File: src/rtl/sw_pkg.sv
// Shared types and constants for the 3x3 sliding-window generator.
package sw_pkg;

    typedef enum logic [1:0] {IDLE, FILL, RUN} state_e;

    localparam int IMG_W_DEF = 64;
    localparam int IMG_H_DEF = 64;
    localparam int COL_W     = $clog2(IMG_W_DEF);
    localparam int ROW_W     = $clog2(IMG_H_DEF);

    // Row-major window positions: top-left, centre, bottom-right.
    localparam int TL = 1;
    localparam int C  = 5;
    localparam int BR = 9;

    function automatic int idx_w(input int n);
        return (n > 1) ? $clog2(n) : 1;
    endfunction

endpackage

File: src/rtl/sliding_window_gen_if.sv
// Pixel-in / window-out handshake bundle of the sliding-window generator.
interface sliding_window_gen_if #(
    parameter int PIX_W = 8
);
    logic             in_valid;
    logic             in_sof;
    logic [PIX_W-1:0] in_pixel;
    logic             in_ready;
    logic             win_valid;
    logic             win_ready;
    logic [PIX_W-1:0] sw_pixels1, sw_pixels2, sw_pixels3;
    logic [PIX_W-1:0] sw_pixels4, sw_pixels5, sw_pixels6;
    logic [PIX_W-1:0] sw_pixels7, sw_pixels8, sw_pixels9;
    logic             frame_done;

    modport master (
        output in_valid, in_sof, in_pixel, win_ready,
        input  in_ready, win_valid, frame_done,
        input  sw_pixels1, sw_pixels2, sw_pixels3, sw_pixels4, sw_pixels5,
        input  sw_pixels6, sw_pixels7, sw_pixels8, sw_pixels9
    );

    modport slave (
        input  in_valid, in_sof, in_pixel, win_ready,
        output in_ready, win_valid, frame_done,
        output sw_pixels1, sw_pixels2, sw_pixels3, sw_pixels4, sw_pixels5,
        output sw_pixels6, sw_pixels7, sw_pixels8, sw_pixels9
    );
endinterface

File: src/rtl/sliding_window_gen_line_buffer.sv
// One image line of pixel storage: synchronous write, asynchronous read at the same address.
module line_buffer #(
    parameter int DEPTH = 64,
    parameter int PIX_W = 8,
    parameter int AW    = 6
) (
    input  logic             clk,
    input  logic             we,
    input  logic [AW-1:0]    addr,
    input  logic [PIX_W-1:0] wdata,
    output logic [PIX_W-1:0] rdata
);
    logic [PIX_W-1:0] mem_q [DEPTH];

    always_ff @(posedge clk) begin
        if (we) begin
            mem_q[addr] <= wdata;
        end
    end

    assign rdata = mem_q[addr];

endmodule

File: src/rtl/sliding_window_gen.sv
// Raster-to-3x3 window generator with two line buffers and a single registered output stage.
// Optional build macro WIN_COUNT_EN adds the win_count output.
module sliding_window_gen
    import sw_pkg::*;
#(
    parameter int IMG_W = 64,
    parameter int IMG_H = 64,
    parameter int PIX_W = 8
) (
    input  logic                 clk,
    input  logic                 rst,
    sliding_window_gen_if.slave  bus
`ifdef WIN_COUNT_EN
    ,
    output logic [$clog2(IMG_W*IMG_H):0] win_count
`endif
);
    localparam int CW = idx_w(IMG_W);
    localparam int RW = idx_w(IMG_H);

    state_e            state_q, state_d;
    logic [CW-1:0]     col_q, col_d;
    logic [RW-1:0]     row_q, row_d;
    logic              win_valid_q, win_valid_d;
    logic              frame_done_q, frame_done_d;
    logic [PIX_W-1:0]  win_q [TL:BR];
    logic [PIX_W-1:0]  win_d [TL:BR];

    logic              in_ready;
    logic              acc, sof_acc, take, emit, last;
    logic [CW-1:0]     eff_col;
    logic [RW-1:0]     eff_row;
    logic [PIX_W-1:0]  lb0_rd, lb1_rd;

    assign in_ready = !win_valid_q || bus.win_ready;
    assign acc      = bus.in_valid && in_ready;
    assign sof_acc  = acc && bus.in_sof;
    // A start-of-frame pixel is always (0,0), whatever the counters held before.
    assign eff_col  = sof_acc ? '0 : col_q;
    assign eff_row  = sof_acc ? '0 : row_q;
    assign take     = acc && (sof_acc || (state_q != IDLE));
    assign emit     = take && (eff_row >= RW'(2)) && (eff_col >= CW'(2));
    assign last     = take && (eff_row == RW'(IMG_H-1)) && (eff_col == CW'(IMG_W-1));

    line_buffer #(.DEPTH(IMG_W), .PIX_W(PIX_W), .AW(CW)) u_lb0 (
        .clk   (clk),
        .we    (take),
        .addr  (eff_col),
        .wdata (bus.in_pixel),
        .rdata (lb0_rd)
    );

    line_buffer #(.DEPTH(IMG_W), .PIX_W(PIX_W), .AW(CW)) u_lb1 (
        .clk   (clk),
        .we    (take),
        .addr  (eff_col),
        .wdata (lb0_rd),
        .rdata (lb1_rd)
    );

    always_comb begin
        state_d      = state_q;
        col_d        = col_q;
        row_d        = row_q;
        win_valid_d  = win_valid_q && !bus.win_ready;
        frame_done_d = 1'b0;
        win_d        = win_q;

        if (take) begin
            if (eff_col == CW'(IMG_W-1)) begin
                col_d = '0;
                row_d = eff_row + RW'(1);
            end else begin
                col_d = eff_col + CW'(1);
                row_d = eff_row;
            end

            if (last) begin
                col_d        = '0;
                row_d        = '0;
                state_d      = IDLE;
                frame_done_d = 1'b1;
            end else if (row_d >= RW'(2)) begin
                state_d = RUN;
            end else begin
                state_d = FILL;
            end

            // Shift left one column; the new right column is {row-2, row-1, row}.
            for (int r = 0; r < 3; r++) begin
                win_d[TL + 3*r]     = win_q[TL + 3*r + 1];
                win_d[TL + 3*r + 1] = win_q[TL + 3*r + 2];
            end
            win_d[TL + 2] = lb1_rd;
            win_d[TL + 5] = lb0_rd;
            win_d[BR]     = bus.in_pixel;

            if (emit) begin
                win_valid_d = 1'b1;
            end
        end
    end

    always_ff @(posedge clk) begin
        if (rst) begin
            state_q      <= IDLE;
            col_q        <= '0;
            row_q        <= '0;
            win_valid_q  <= 1'b0;
            frame_done_q <= 1'b0;
            for (int i = TL; i <= BR; i++) begin
                win_q[i] <= '0;
            end
        end else begin
            state_q      <= state_d;
            col_q        <= col_d;
            row_q        <= row_d;
            win_valid_q  <= win_valid_d;
            frame_done_q <= frame_done_d;
            win_q        <= win_d;
        end
    end

`ifdef WIN_COUNT_EN
    logic [$clog2(IMG_W*IMG_H):0] win_count_q, win_count_d;

    always_comb begin
        win_count_d = win_count_q;
        if (sof_acc) begin
            win_count_d = '0;
        end else if (win_valid_q && bus.win_ready) begin
            win_count_d = win_count_q + 1'b1;
        end
    end

    always_ff @(posedge clk) begin
        if (rst) begin
            win_count_q <= '0;
        end else begin
            win_count_q <= win_count_d;
        end
    end

    assign win_count = win_count_q;
`endif

    assign bus.in_ready   = in_ready;
    assign bus.win_valid  = win_valid_q;
    assign bus.frame_done = frame_done_q;
    assign bus.sw_pixels1 = win_q[TL];
    assign bus.sw_pixels2 = win_q[TL + 1];
    assign bus.sw_pixels3 = win_q[TL + 2];
    assign bus.sw_pixels4 = win_q[TL + 3];
    assign bus.sw_pixels5 = win_q[C];
    assign bus.sw_pixels6 = win_q[C + 1];
    assign bus.sw_pixels7 = win_q[C + 2];
    assign bus.sw_pixels8 = win_q[C + 3];
    assign bus.sw_pixels9 = win_q[BR];

endmodule

File: src/flat_wrapper.sv
// flat-port wrapper written by rule: the top's interface ports become plain ports
module sliding_window_gen_flat import sw_pkg::*;
#(
    parameter int IMG_W = 64,
    parameter int IMG_H = 64,
    parameter int PIX_W = 8
)
  (clk, rst, bus_in_valid, bus_in_sof, bus_in_pixel, bus_win_ready, bus_in_ready, bus_win_valid, bus_frame_done, bus_sw_pixels1, bus_sw_pixels2, bus_sw_pixels3, bus_sw_pixels4, bus_sw_pixels5, bus_sw_pixels6, bus_sw_pixels7, bus_sw_pixels8, bus_sw_pixels9);
  sliding_window_gen_if #(.PIX_W(PIX_W)) bus_i ();
  input  logic clk;
  input  logic rst;
  input wire logic [$bits(bus_i.in_valid)-1:0] bus_in_valid;
  input wire logic [$bits(bus_i.in_sof)-1:0] bus_in_sof;
  input wire logic [$bits(bus_i.in_pixel)-1:0] bus_in_pixel;
  input wire logic [$bits(bus_i.win_ready)-1:0] bus_win_ready;
  output wire logic [$bits(bus_i.in_ready)-1:0] bus_in_ready;
  output wire logic [$bits(bus_i.win_valid)-1:0] bus_win_valid;
  output wire logic [$bits(bus_i.frame_done)-1:0] bus_frame_done;
  output wire logic [$bits(bus_i.sw_pixels1)-1:0] bus_sw_pixels1;
  output wire logic [$bits(bus_i.sw_pixels2)-1:0] bus_sw_pixels2;
  output wire logic [$bits(bus_i.sw_pixels3)-1:0] bus_sw_pixels3;
  output wire logic [$bits(bus_i.sw_pixels4)-1:0] bus_sw_pixels4;
  output wire logic [$bits(bus_i.sw_pixels5)-1:0] bus_sw_pixels5;
  output wire logic [$bits(bus_i.sw_pixels6)-1:0] bus_sw_pixels6;
  output wire logic [$bits(bus_i.sw_pixels7)-1:0] bus_sw_pixels7;
  output wire logic [$bits(bus_i.sw_pixels8)-1:0] bus_sw_pixels8;
  output wire logic [$bits(bus_i.sw_pixels9)-1:0] bus_sw_pixels9;
  assign bus_i.in_valid = bus_in_valid;
  assign bus_i.in_sof = bus_in_sof;
  assign bus_i.in_pixel = bus_in_pixel;
  assign bus_i.win_ready = bus_win_ready;
  assign bus_in_ready = bus_i.in_ready;
  assign bus_win_valid = bus_i.win_valid;
  assign bus_frame_done = bus_i.frame_done;
  assign bus_sw_pixels1 = bus_i.sw_pixels1;
  assign bus_sw_pixels2 = bus_i.sw_pixels2;
  assign bus_sw_pixels3 = bus_i.sw_pixels3;
  assign bus_sw_pixels4 = bus_i.sw_pixels4;
  assign bus_sw_pixels5 = bus_i.sw_pixels5;
  assign bus_sw_pixels6 = bus_i.sw_pixels6;
  assign bus_sw_pixels7 = bus_i.sw_pixels7;
  assign bus_sw_pixels8 = bus_i.sw_pixels8;
  assign bus_sw_pixels9 = bus_i.sw_pixels9;
  sliding_window_gen #(.IMG_W(IMG_W), .IMG_H(IMG_H), .PIX_W(PIX_W)) u_core (.clk(clk), .rst(rst), .bus(bus_i));
endmodule
File: config.mk
export PLATFORM = sky130hd
export DESIGN_NAME = sliding_window_gen_flat
export DESIGN_NICKNAME = d
export VERILOG_FILES = /design/src/rtl/sw_pkg.sv /design/src/rtl/sliding_window_gen_if.sv /design/src/rtl/sliding_window_gen_line_buffer.sv /design/src/rtl/sliding_window_gen.sv /design/src/flat_wrapper.sv
export SDC_FILE = /design/constraint.sdc
export NUM_CORES = 1
export LEC_CHECK = 0
export CAP_MARGIN = 20
export CELL_PAD_IN_SITES_DETAIL_PLACEMENT = 0
export CELL_PAD_IN_SITES_GLOBAL_PLACEMENT = 2
export CORE_MARGIN = 4
export CORE_UTILIZATION = 42
export DETAILED_ROUTE_END_ITERATION = 7
export PLACE_DENSITY_LB_ADDON = 0.15
export SETUP_SLACK_MARGIN = 0.5
export SKIP_LAST_GASP = 1
export SLEW_MARGIN = 20
export SYNTH_ARGS = -nofsm -noshare
export SYNTH_HDL_FRONTEND = slang
export SYNTH_HIERARCHICAL = 1
export SYNTH_SLANG_ARGS = --single-unit
File: constraint.sdc
create_clock -name clk -period 5.4 [get_ports clk]
set_clock_uncertainty 0.2 [all_clocks]
set_input_delay 1.35 -clock clk [delete_from_list [all_inputs] [get_ports clk]]
set_output_delay 1.35 -clock clk [all_outputs]
set_load 0.03 [all_outputs]
==> qor.yml <==
status: "finished, final reports clean"
r2r_slack_ns: 1.35
pre_cts_ws_ns: -0.214
die_h_um: 332
cp.arrival_ns: 5.16
first_pass_iters: 6
dominantRegCellSynth: "edfxtp_1"
grt_max_degree: 83
async_flop_share_pct: 0
syn_area_sq_um: 44000
peakVddDrop_mv: 0.281
postSynthAreaPerCell_sq_um: 15.9
cts_tree: "built"
portBuffers: 87
slew_headroom_pct: 27.4
area_growth_pct: 19.7
drtIter0Drc: 2786
insertion_delay_ns: 0.71
initial_utilization_pct: 42.4
post-dp-hpwl_mm: 87.1
synth_fp_nets: 2792
path_class: "input pin to register"
reg2reg_depth: 13
synth_most_common_cell: "edfxtp_1"
vias_per_cell: 5.82
ys_types: 67
ant_nets: 0
rows: 118
drv_cap: 0
design_area_sq_um: 52700
p_per_area_nw_per_um2: 353
setup_viol: 0
worstMarginPinSlew_ns: 1.09
rsz0062_at_grt: "no"
whs_ns: 0.256
drv_slew: 0
postLayoutCoreUtil_pct: 50.7
grt_pass1_wl_mm: 188
cts_sinks: 1112
cts_root_buf: "clkbuf_16"
globalplace.congestion: 0.859
start_kind: "input pin"
min_path_cells: 2
ioPinCount: 88
htreeDepth: 3
nNetsFinal: 3168
yosys.area.top_type: "edfxtp_1"
critPathMaxFanout: 32
placed_area_sq_um: 49000
yosysWarnings: 6
numCtsBuffers: 116
die_x_um: 332
synthTopCellsByArea: "edfxtp_1 (70%), mux4_2 (4.2%), dfxtp_1 (4.0%)"
overflow: 0
routed_wl_mm: 130
drc: 0
wl_per_cell_um: 28.1
synth_top_area_share_pct: 69.8
ys_seq_area_share_pct: 73.8
cp.required_ns: 5.78
hold_path_class: "register to register"
fin_crit_sh_pct: 88.5
fin_ws_ns: 0.622
fp.coreArea_sq_um: 104000
min_to: "u_core/bus.sw_pixels4[2]"
antenna_found_initial: 1
hold_viol_final: 0
crit_path_end_kind: "register"
netlist_top_cells_count: "edfxtp_1 (1024), nand2_1 (246), nor2_1 (176), a21oi_1 (143), mux2i_1 (127)"
max_freq_mhz: 209
grt_use_total_pct: 23.1
cts_buffer_depth: 3
hp-start: "u_core/bus.sw_pixels4[2]"
regToRegEndpoint: "u_core/bus.sw_pixels3[1]"
netlist_instances: 2775
drive_gt1_share_pct: 20.5
p_leak_nw: 17.0
hold_buffers: 0
worstReg2RegStart: "u_core/bus.win_valid"
die-area_sq_um: 110000
ys_ff_latch: 1112
clk_pin_slew_ns: 0.06
fin_crit_ns: 4.78
num_vias: 27000
synth-edff-count: 1024
first_global_vias: 26800
-- cell usage in the layout (no fill, tap or decap), types with 16 or more instances in the layout --
cell	netlist	routed
o21ai_0	27	27
clkinv_2	0	16
a22o_1	20	20
nand3b_1	24	24
nand3_1	21	20
buf_12	0	40
nand2_1	246	246
a221o_1	22	22
mux2i_1	127	127
dfxtp_1	88	88
o2bb2ai_1	16	16
clkinv_1	0	31
a21oi_1	143	143
nand2b_1	50	49
and3_1	20	20
o221ai_1	18	18
a31oi_1	30	30
a221oi_1	42	41
clkdlybuf4s50_1	0	78
mux4_2	82	82
edfxtp_1	1024	1024
a22oi_1	80	80
buf_4	8	325
clkbuf_1	93	25
o22a_1	22	22
clkbuf_16	0	117
nor2_1	176	173
and2_1	23	22
o22ai_1	46	46
-- worst max-delay path: stages --
cell             delay (ns)
clkdlybuf4s50_1        0.40
nand2b_4               0.15
nand3_4                0.09
and2_4                 0.47
buf_12                 0.26
buf_12                 0.23
buf_12                 0.17
mux4_2                 0.29
mux2i_1                0.39
o22a_1                 0.29
o311ai_1               0.25
or4_1                  0.57
nand2_1                0.10
a21oi_1                0.07
-- area by class of cell --
class                   count  area [sq um]
flip-flops and latches   1112         32500
well taps                1380          1730
inverters                  13          55.1
clock inverters            70           614
clock buffers             145          3060
repair buffers            453          4080
multi-input cells        1455         10600
diodes                      4          10.0
fillers                  8633         51100
-- per-layer routing --
metal  vias to the layer above  share of wire (%)  GRT usage, %
met2                       983                 49          38.9
met4                         0                3.4          7.40
met5                         -                  0             0
met3                       234                5.8          3.09
met1                     14000                 42          31.4
li1                      11700                  -             -
-- cells by family (layout without fill, tap and decap cells) --
logic type / after synthesis / after routing / synth area share, %
flip-flops: 1112 / 1112 / 73.8
AND/OR/NAND/NOR: 662 / 662 / 7.25
AO/OA/AOI/OAI: 555 / 555 / 8.87
multiplexers: 233 / 233 / 7.70
buffers and inverters: 208 / 681 / 2.20
adder cells (fa/ha/maj): 4 / 4 / 0.114
XOR/XNOR: 1 / 1 / 0.0199
other: 0 / 4 / 0
-- flip-flops by register name, summed over array words and instances (netlist names), 2 cells and up --
signal                 flops
u_core/col_q               6
u_core/bus.sw_pixels5      8
u_core/bus.sw_pixels8      8
u_core/u_lb1/mem_q       512
u_core/u_lb0/mem_q       512
u_core/state_q             2
u_core/bus.sw_pixels3      8
u_core/row_q               6
u_core/bus.sw_pixels6      8
u_core/bus.sw_pixels2      8
u_core/bus.sw_pixels9      8
u_core/bus.sw_pixels7      8
u_core/bus.sw_pixels1      8
u_core/bus.sw_pixels4      8
-- worst max-delay path by stage --
| stage | start | endpoint | slack [ns] | cells past startpoint |
|---|---|---|---|---|
| after detailed placement | bus_win_ready | u_core/bus.sw_pixels3[3] | -0.21 | 14 |
| after global placement | bus_win_ready | u_core/bus.sw_pixels3[3] | -0.59 | 14 |
| after floorplan | bus_win_ready | u_core/u_lb1/mem_q[0][4] | 0.22 | 15 |
| after global routing | bus_win_ready | u_core/u_lb1/mem_q[1][5] | 0.53 | 11 |
| final | bus_win_ready | u_core/bus.sw_pixels3[1] | 0.62 | 14 |
| after CTS | bus_win_ready | u_core/bus.sw_pixels3[3] | 0.53 | 14 |
-- per-stage QoR --
step	setup TNS (ns)	std cells	total power (W)
global route	0	4628	0.0192
detailed placement	-2.81	4413	0.0111
finish	0	4632	0.0186
global placement	-3.53	4413	0.0111
floorplan	0	2775	0.0104
CTS	0	4628	0.0188
-- power breakdown --
part           switching, W  internal (W)  leakage, nW
clock network       0.00332       0.00440         1.78
logic              0.000865      0.000449         5.33
registers         0.0000332       0.00955         9.93
total               0.00421        0.0144         17.0
-- what timing repair did --
action / CTS / global route
gates resized for setup: 0 / 3
endpoints found under the setup margin: 0 / 39
buffers inserted: 0 / 0
(Power assumes the default switching activity.)
